--- src/rtl/pipelined_cache_stage_buf.sv ---
// In-order DEPTH-entry buffer between tag compare and data access.
// Miss entries wait at the head for their line fill; hit reads pick up older buffered store data.
module pipelined_cache_stage_buf #(
  parameter int LINE_WIDTH  = 256,
  parameter int ADDR_WIDTH  = 32,
  parameter int OFFSET_BITS = 5,
  parameter int WAY_W       = 1,
  parameter int DEPTH       = 2
) (
  input  logic                         clk,
  input  logic                         rst,
  input  logic                         flush,
  input  logic                         in_valid,
  output logic                         in_ready,
  input  logic [ADDR_WIDTH-1:0]        in_addr,
  input  logic [LINE_WIDTH-1:0]        in_rdata,
  input  logic [LINE_WIDTH-1:0]        in_wdata,
  input  logic [LINE_WIDTH/8-1:0]      in_be,
  input  logic                         in_write,
  input  logic                         in_hit,
  input  logic                         in_dirty,
  input  logic [WAY_W-1:0]             in_way,
  input  logic                         fill_valid,
  input  logic [LINE_WIDTH-1:0]        fill_data,
  output logic                         out_valid,
  input  logic                         out_ready,
  output logic [ADDR_WIDTH-1:0]        out_addr,
  output logic [LINE_WIDTH-1:0]        out_rdata,
  output logic [LINE_WIDTH-1:0]        out_wdata,
  output logic [LINE_WIDTH/8-1:0]      out_be,
  output logic                         out_write,
  output logic                         out_hit,
  output logic                         out_dirty,
  output logic [WAY_W-1:0]             out_way,
  output logic [$clog2(DEPTH):0]       count
);

  localparam int BE_W  = LINE_WIDTH / 8;
  localparam int PTR_W = $clog2(DEPTH);
  localparam int CNT_W = PTR_W + 1;

  logic [ADDR_WIDTH-1:0] r_addr  [DEPTH];
  logic [LINE_WIDTH-1:0] r_rdata [DEPTH];
  logic [LINE_WIDTH-1:0] r_wdata [DEPTH];
  logic [BE_W-1:0]       r_be    [DEPTH];
  logic [WAY_W-1:0]      r_way   [DEPTH];
  logic [DEPTH-1:0]      r_write;
  logic [DEPTH-1:0]      r_hit;
  logic [DEPTH-1:0]      r_dirty;
  logic [DEPTH-1:0]      r_valid;
  logic [DEPTH-1:0]      r_resolved;
  logic [PTR_W-1:0]      r_head;
  logic [PTR_W-1:0]      r_tail;
  logic [CNT_W-1:0]      r_count;

  logic                  w_enq;
  logic                  w_deq;
  logic                  w_fill;
  logic [LINE_WIDTH-1:0] w_fill_rdata;
  logic [PTR_W-1:0]      w_idx     [DEPTH];
  logic [DEPTH-1:0]      w_fwd_sel;
  logic [LINE_WIDTH-1:0] w_chain   [DEPTH+1];

  function automatic logic [LINE_WIDTH-1:0] f_overlay(
    input logic [LINE_WIDTH-1:0] base,
    input logic [LINE_WIDTH-1:0] data,
    input logic [BE_W-1:0]       be
  );
    logic [LINE_WIDTH-1:0] res;
    res = base;
    for (int b = 0; b < BE_W; b++) begin
      if (be[b]) res[b*8 +: 8] = data[b*8 +: 8];
    end
    return res;
  endfunction

  assign in_ready  = rst && (r_count < CNT_W'(DEPTH));
  assign out_valid = r_valid[r_head] && r_resolved[r_head];
  assign w_enq     = in_valid && in_ready && !flush;
  assign w_deq     = out_valid && out_ready && !flush;
  assign w_fill    = fill_valid && r_valid[r_head] && !r_resolved[r_head] && !flush;

  // The head is the oldest entry, so a fill only folds in its own store bytes.
  assign w_fill_rdata = r_write[r_head] ? f_overlay(fill_data, r_wdata[r_head], r_be[r_head])
                                        : fill_data;

  // Walk occupied slots oldest-first so the youngest matching store lands last.
  assign w_chain[0] = in_rdata;
  for (genvar gi = 0; gi < DEPTH; gi++) begin : g_fwd
    assign w_idx[gi]     = r_head + PTR_W'(gi);
    assign w_fwd_sel[gi] = (CNT_W'(gi) < r_count) && r_valid[w_idx[gi]] && r_write[w_idx[gi]]
                        && (r_addr[w_idx[gi]][ADDR_WIDTH-1:OFFSET_BITS]
                            == in_addr[ADDR_WIDTH-1:OFFSET_BITS])
                        && (r_way[w_idx[gi]] == in_way);
    assign w_chain[gi+1] = w_fwd_sel[gi]
                         ? f_overlay(w_chain[gi], r_wdata[w_idx[gi]], r_be[w_idx[gi]])
                         : w_chain[gi];
  end

  always_ff @(posedge clk) begin
    if (!rst) begin
      for (int i = 0; i < DEPTH; i++) begin
        r_addr[i]  <= '0;
        r_rdata[i] <= '0;
        r_wdata[i] <= '0;
        r_be[i]    <= '0;
        r_way[i]   <= '0;
      end
      r_write    <= '0;
      r_hit      <= '0;
      r_dirty    <= '0;
      r_valid    <= '0;
      r_resolved <= '0;
      r_head     <= '0;
      r_tail     <= '0;
      r_count    <= '0;
    end else if (flush) begin
      r_valid    <= '0;
      r_resolved <= '0;
      r_head     <= '0;
      r_tail     <= '0;
      r_count    <= '0;
    end else begin
      if (w_enq) begin
        r_addr[r_tail]     <= in_addr;
        r_rdata[r_tail]    <= (!in_write && in_hit) ? w_chain[DEPTH] : in_rdata;
        r_wdata[r_tail]    <= in_wdata;
        r_be[r_tail]       <= in_be;
        r_way[r_tail]      <= in_way;
        r_write[r_tail]    <= in_write;
        r_hit[r_tail]      <= in_hit;
        r_dirty[r_tail]    <= in_dirty;
        r_valid[r_tail]    <= 1'b1;
        r_resolved[r_tail] <= in_hit;
        r_tail             <= r_tail + PTR_W'(1);
      end
      if (w_fill) begin
        r_rdata[r_head]    <= w_fill_rdata;
        r_resolved[r_head] <= 1'b1;
      end
      if (w_deq) begin
        r_valid[r_head]    <= 1'b0;
        r_resolved[r_head] <= 1'b0;
        r_head             <= r_head + PTR_W'(1);
      end
      case ({w_enq, w_deq})
        2'b10:   r_count <= r_count + CNT_W'(1);
        2'b01:   r_count <= r_count - CNT_W'(1);
        default: r_count <= r_count;
      endcase
    end
  end

  assign out_addr  = r_addr[r_head];
  assign out_rdata = r_rdata[r_head];
  assign out_wdata = r_wdata[r_head];
  assign out_be    = r_be[r_head];
  assign out_write = r_write[r_head];
  assign out_hit   = r_hit[r_head];
  assign out_dirty = r_dirty[r_head];
  assign out_way   = r_way[r_head];
  assign count     = r_count;

endmodule

--- config.mk ---
export PLATFORM = sky130hd
export DESIGN_NAME = pipelined_cache_stage_buf
export DESIGN_NICKNAME = d
export VERILOG_FILES = /design/src/rtl/pipelined_cache_stage_buf.sv
export SDC_FILE = /design/constraint.sdc
export NUM_CORES = 2
export LEC_CHECK = 0
export BUFFER_PORTS_ARGS = -buffer_cell sky130_fd_sc_hd__buf_2
export CAP_MARGIN = 20
export CELL_PAD_IN_SITES_DETAIL_PLACEMENT = 0
export CELL_PAD_IN_SITES_GLOBAL_PLACEMENT = 1
export CORE_AREA = 2 2 556 558
export DETAILED_ROUTE_END_ITERATION = 16
export DIE_AREA = 0 0 558 560
export PLACE_DENSITY_LB_ADDON = 0.1
export SYNTH_ARGS = -nofsm -noshare
export SYNTH_HDL_FRONTEND = slang
export SYNTH_SLANG_ARGS = --single-unit
--- constraint.sdc ---
create_clock -name clk -period 38.9 [get_ports clk]
set_clock_uncertainty 0.15 [all_clocks]
set_input_delay 1.945 -clock clk [delete_from_list [all_inputs] [get_ports clk]]
set_output_delay 1.945 -clock clk [all_outputs]
set_load 0.05 [all_outputs]
==> reports/qor.txt <==
result of the run = completed
wire length of the first global-routing pass = 463000 um
reported leakage power = 30.2 nW
number of rows created at floorplan = 204
fin util = 26.0%
number of I/O port buffers = 1425
ranking of synthesized cells by area = sky130_fd_sc_hd__edfxtp_1 55%, sky130_fd_sc_hd__mux2_2 13%, sky130_fd_sc_hd__and2_1 6.6%
clock root buffer master = sky130_fd_sc_hd__clkbuf_16
chain of cells forming the critical path = buf_4 > buf_12 > buf_4 > buf_12 > mux2i_1 > inv_1 > buf_2
number of H-tree levels = 4
CTS tree = done
First-pass DRT Iterations = 5
final routed wirelength across all metal layers = 351000 um
critical path data required time = 36.81 ns
transition time of the tightest slew-check pin = 1.18 ns
hold-fix buffers at CTS = 0
routed vias = 51200
Core Region = 0.307 sq mm
all-layer global routing usage = 21.5%
stage delay of the slowest cell on the critical path = 0.82 ns
Crit Path Category = reg2out
DRC violation count after routing = 0
Setup Viol. Count Final = 0
dominant cell type by area after synthesis = sky130_fd_sc_hd__edfxtp_1
RePlAce Congestion = 0.802
DR iter-0 viols = 3636
unique cell type count in the Yosys netlist = 70
Yosys top cell area share = 55.2%
worst hold slack after final layout = 0.304 ns
headroom to the max-slew limit = 18.9%
Startpoint Class = flip-flop
Hold Fails Final Rpt = 0
fin crit share = 19.8%
min-delay worst type = reg2reg
relative area change from synthesis to final layout = 27.4%
share of cells above drive strength 1 = 37.9%
full die area = 0.312 sq mm
data arrival time of the worst path = 5.60 ns
CP max stage cell = sky130_fd_sc_hd__dfxtp_4
CTS Sinks = 1169
net count of the finished layout = 7539
part of the Yosys area used for sequential elements = 55.7%
number of flops mapped to enable cells by yosys = 1152
FF+latch count, synth = 1169
worst setup slack before clock tree synthesis = 31.44 ns
post-detailed-placement half-perimeter wirelength = 253000 um
register area = 0.0349 sq mm
top flip-flop cell by instance count after synthesis = sky130_fd_sc_hd__edfxtp_1
top achievable clock speed = 0.130 GHz
startpoint of the lowest-slack hold path = r_hit[0]
total power per unit cell area = 42.6 mW/mm^2
Cell Area, Synth = 0.0627 sq mm
pin count of the biggest net entering global routing = 104
clock-pin slew of the registers on the worst-case setup and hold paths = 0.05 ns
I/O pin count = 1426
async set or reset register ratio after synthesis = 0%
Mapped Avg Cell Area = 11.8 sq um
number of max-slew violations in the final report = 0
source-to-sink clock delay at the later pin of the worst-skew pair = 0.84 ns
vias in the first global route = 50700
Post-Syn Nets = 6165
quantity of gates resized following cts = 0
mean routed wirelength per cell = 31.8 um
number of buffers inserted to repair setup after CTS = 0
Starting Density = 20.4%
Die Ht = 560 um
Final min period = 7.70 ns
post-route antenna net violation count = 0
biggest fanout along the worst timing path = 97
Worst Setup End Kind = output pin
number of fillers in the final layout = 32600
multi-input gate area in the final layout = 0.0262 sq mm
maximum count of clock buffers along a single path = 4
peak ir drop on the vdd network = 26.7 uV
die span in x = 558 um
number of antenna violations at the first check in global routing = 266
vias per std cell = 4.64
aggregate negative setup slack = 0 ns
number of buffers added by the clock tree synthesis step = 166
register-to-register path setup slack = 31.72 ns
Final WS setup = 31.20 ns
setup repair after global routing missed its margin = no
count of synthesis-stage warnings from yosys = 0
overall overflow remaining after global route = 0
Post-Syn Instances = 5320
Max-cap violations = 0
cell type report:
type	instances	share of cell area [%]
antenna	101	0.316
multi-input combinational	3764	32.8
timing repair buffer	1543	10.2
tap	4120	6.45
inverter	50	0.238
sequential	1169	43.7
clock inverter	90	0.783
clock buffer	204	5.51
cells in the mapped netlist (4+ instances only):
master and instances:
sky130_fd_sc_hd__a221oi_4 6, sky130_fd_sc_hd__mux2i_1 166, sky130_fd_sc_hd__buf_1 24, sky130_fd_sc_hd__nor4_1 27
sky130_fd_sc_hd__a31o_2 18, sky130_fd_sc_hd__a32o_1 8, sky130_fd_sc_hd__a21oi_1 14, sky130_fd_sc_hd__nor2b_1 12
sky130_fd_sc_hd__and2_1 658, sky130_fd_sc_hd__nand3_1 20, sky130_fd_sc_hd__o2bb2ai_2 16, sky130_fd_sc_hd__xor2_1 34
sky130_fd_sc_hd__edfxtp_1 1152, sky130_fd_sc_hd__nand4_1 6, sky130_fd_sc_hd__nor2_1 489, sky130_fd_sc_hd__a211oi_1 7
sky130_fd_sc_hd__mux2_2 702, sky130_fd_sc_hd__buf_6 6, sky130_fd_sc_hd__buf_12 6, sky130_fd_sc_hd__nor3_2 6
sky130_fd_sc_hd__and4_1 5, sky130_fd_sc_hd__a221oi_2 31, sky130_fd_sc_hd__nor4_2 9, sky130_fd_sc_hd__xnor2_1 26
sky130_fd_sc_hd__a22oi_1 32, sky130_fd_sc_hd__a21boi_0 4, sky130_fd_sc_hd__buf_2 39, sky130_fd_sc_hd__o211ai_1 122
sky130_fd_sc_hd__dfxtp_1 17, sky130_fd_sc_hd__o21ai_0 275, sky130_fd_sc_hd__a31oi_1 56, sky130_fd_sc_hd__nand2_1 671
sky130_fd_sc_hd__a21o_1 6, sky130_fd_sc_hd__clkbuf_1 253, sky130_fd_sc_hd__a221oi_1 6, sky130_fd_sc_hd__o31ai_1 88
sky130_fd_sc_hd__o21ai_1 56, sky130_fd_sc_hd__nor3_1 34, sky130_fd_sc_hd__nand2b_1 5, sky130_fd_sc_hd__o41ai_1 4
sky130_fd_sc_hd__o31ai_2 8, sky130_fd_sc_hd__buf_4 7, sky130_fd_sc_hd__a221o_1 100, sky130_fd_sc_hd__inv_1 50
cell families after synthesis:
group | Yosys count | synth area share (%)
and+or+nand+nor | 1968 | 15.2
DFF | 1169 | 55.7
muxes | 870 | 15.3
AOI/OAI and AO/OA | 863 | 10.2
buffers and inverters | 387 | 2.70
xor gates and xnor gates | 60 | 0.838
adders and majority gates | 3 | 0.0599
registers in the layout, indices dropped and copies added (netlist names), 64 cells and up, named ones only:
register	count
r_addr	64
r_wdata	512
r_rdata	512
r_be	64
placed cells by master (no fill, tap or decap), types with 24 or more instances in the layout:
master                      instances
sky130_fd_sc_hd__xnor2_1           26
sky130_fd_sc_hd__nor4_1            27
sky130_fd_sc_hd__nor3_1            34
sky130_fd_sc_hd__clkbuf_1          33
sky130_fd_sc_hd__o21ai_1           60
sky130_fd_sc_hd__xor2_1            34
sky130_fd_sc_hd__a221oi_2          31
sky130_fd_sc_hd__a22oi_1           32
sky130_fd_sc_hd__a221o_1          100
sky130_fd_sc_hd__and2_1           656
sky130_fd_sc_hd__clkbuf_16        171
sky130_fd_sc_hd__o211ai_1         122
sky130_fd_sc_hd__nand2_1          664
sky130_fd_sc_hd__clkinv_1          50
sky130_fd_sc_hd__buf_2           1428
sky130_fd_sc_hd__inv_1             49
sky130_fd_sc_hd__mux2i_1          166
sky130_fd_sc_hd__o21ai_0          271
sky130_fd_sc_hd__diode_2          101
sky130_fd_sc_hd__edfxtp_1        1152
sky130_fd_sc_hd__nor2_1           486
sky130_fd_sc_hd__mux2_2           702
sky130_fd_sc_hd__buf_4            105
sky130_fd_sc_hd__o31ai_1           88
sky130_fd_sc_hd__a31oi_1           56
sky130_fd_sc_hd__clkinv_2          24
per-layer routing:
metal,routed length [um],global-route usage (%)
met2,169000,36.2
met4,11200,7.20
met3,26500,5.77
met5,587,0
met1,144000,26.5
report_power, final:
part / total (mW) / internal (mW) / switching, mW
Combinational: 0.476 / 0.123 / 0.353
Clock: 1.45 / 0.845 / 0.609
Sequential: 1.48 / 1.45 / 0.0216
worst max-delay path, delay by kind of cell (launching register included):
family                 cells  cell delay (ns)
multiplexers               1             0.76
buffers and inverters      6             2.98
flip-flops                 1             0.82
through the flow:
step / cell area, sq um / std cells / power, mW
after floorplan: 62700 / 5320 / 1.78
after global placement: 74500 / 10600 / 1.98
after detailed placement: 74600 / 10600 / 1.99
after CTS: 79600 / 10900 / 3.47
after global routing: 79800 / 11000 / 3.52
final: 79900 / 11000 / 3.41
final timing paths:
check,to,cells after the start
max,out_be[10],7
min,r_hit[0],2
max reg2reg,r_rdata[1][53],12
min reg2reg,r_hit[0],2
Note: power is estimated with default switching activity, not from simulation.
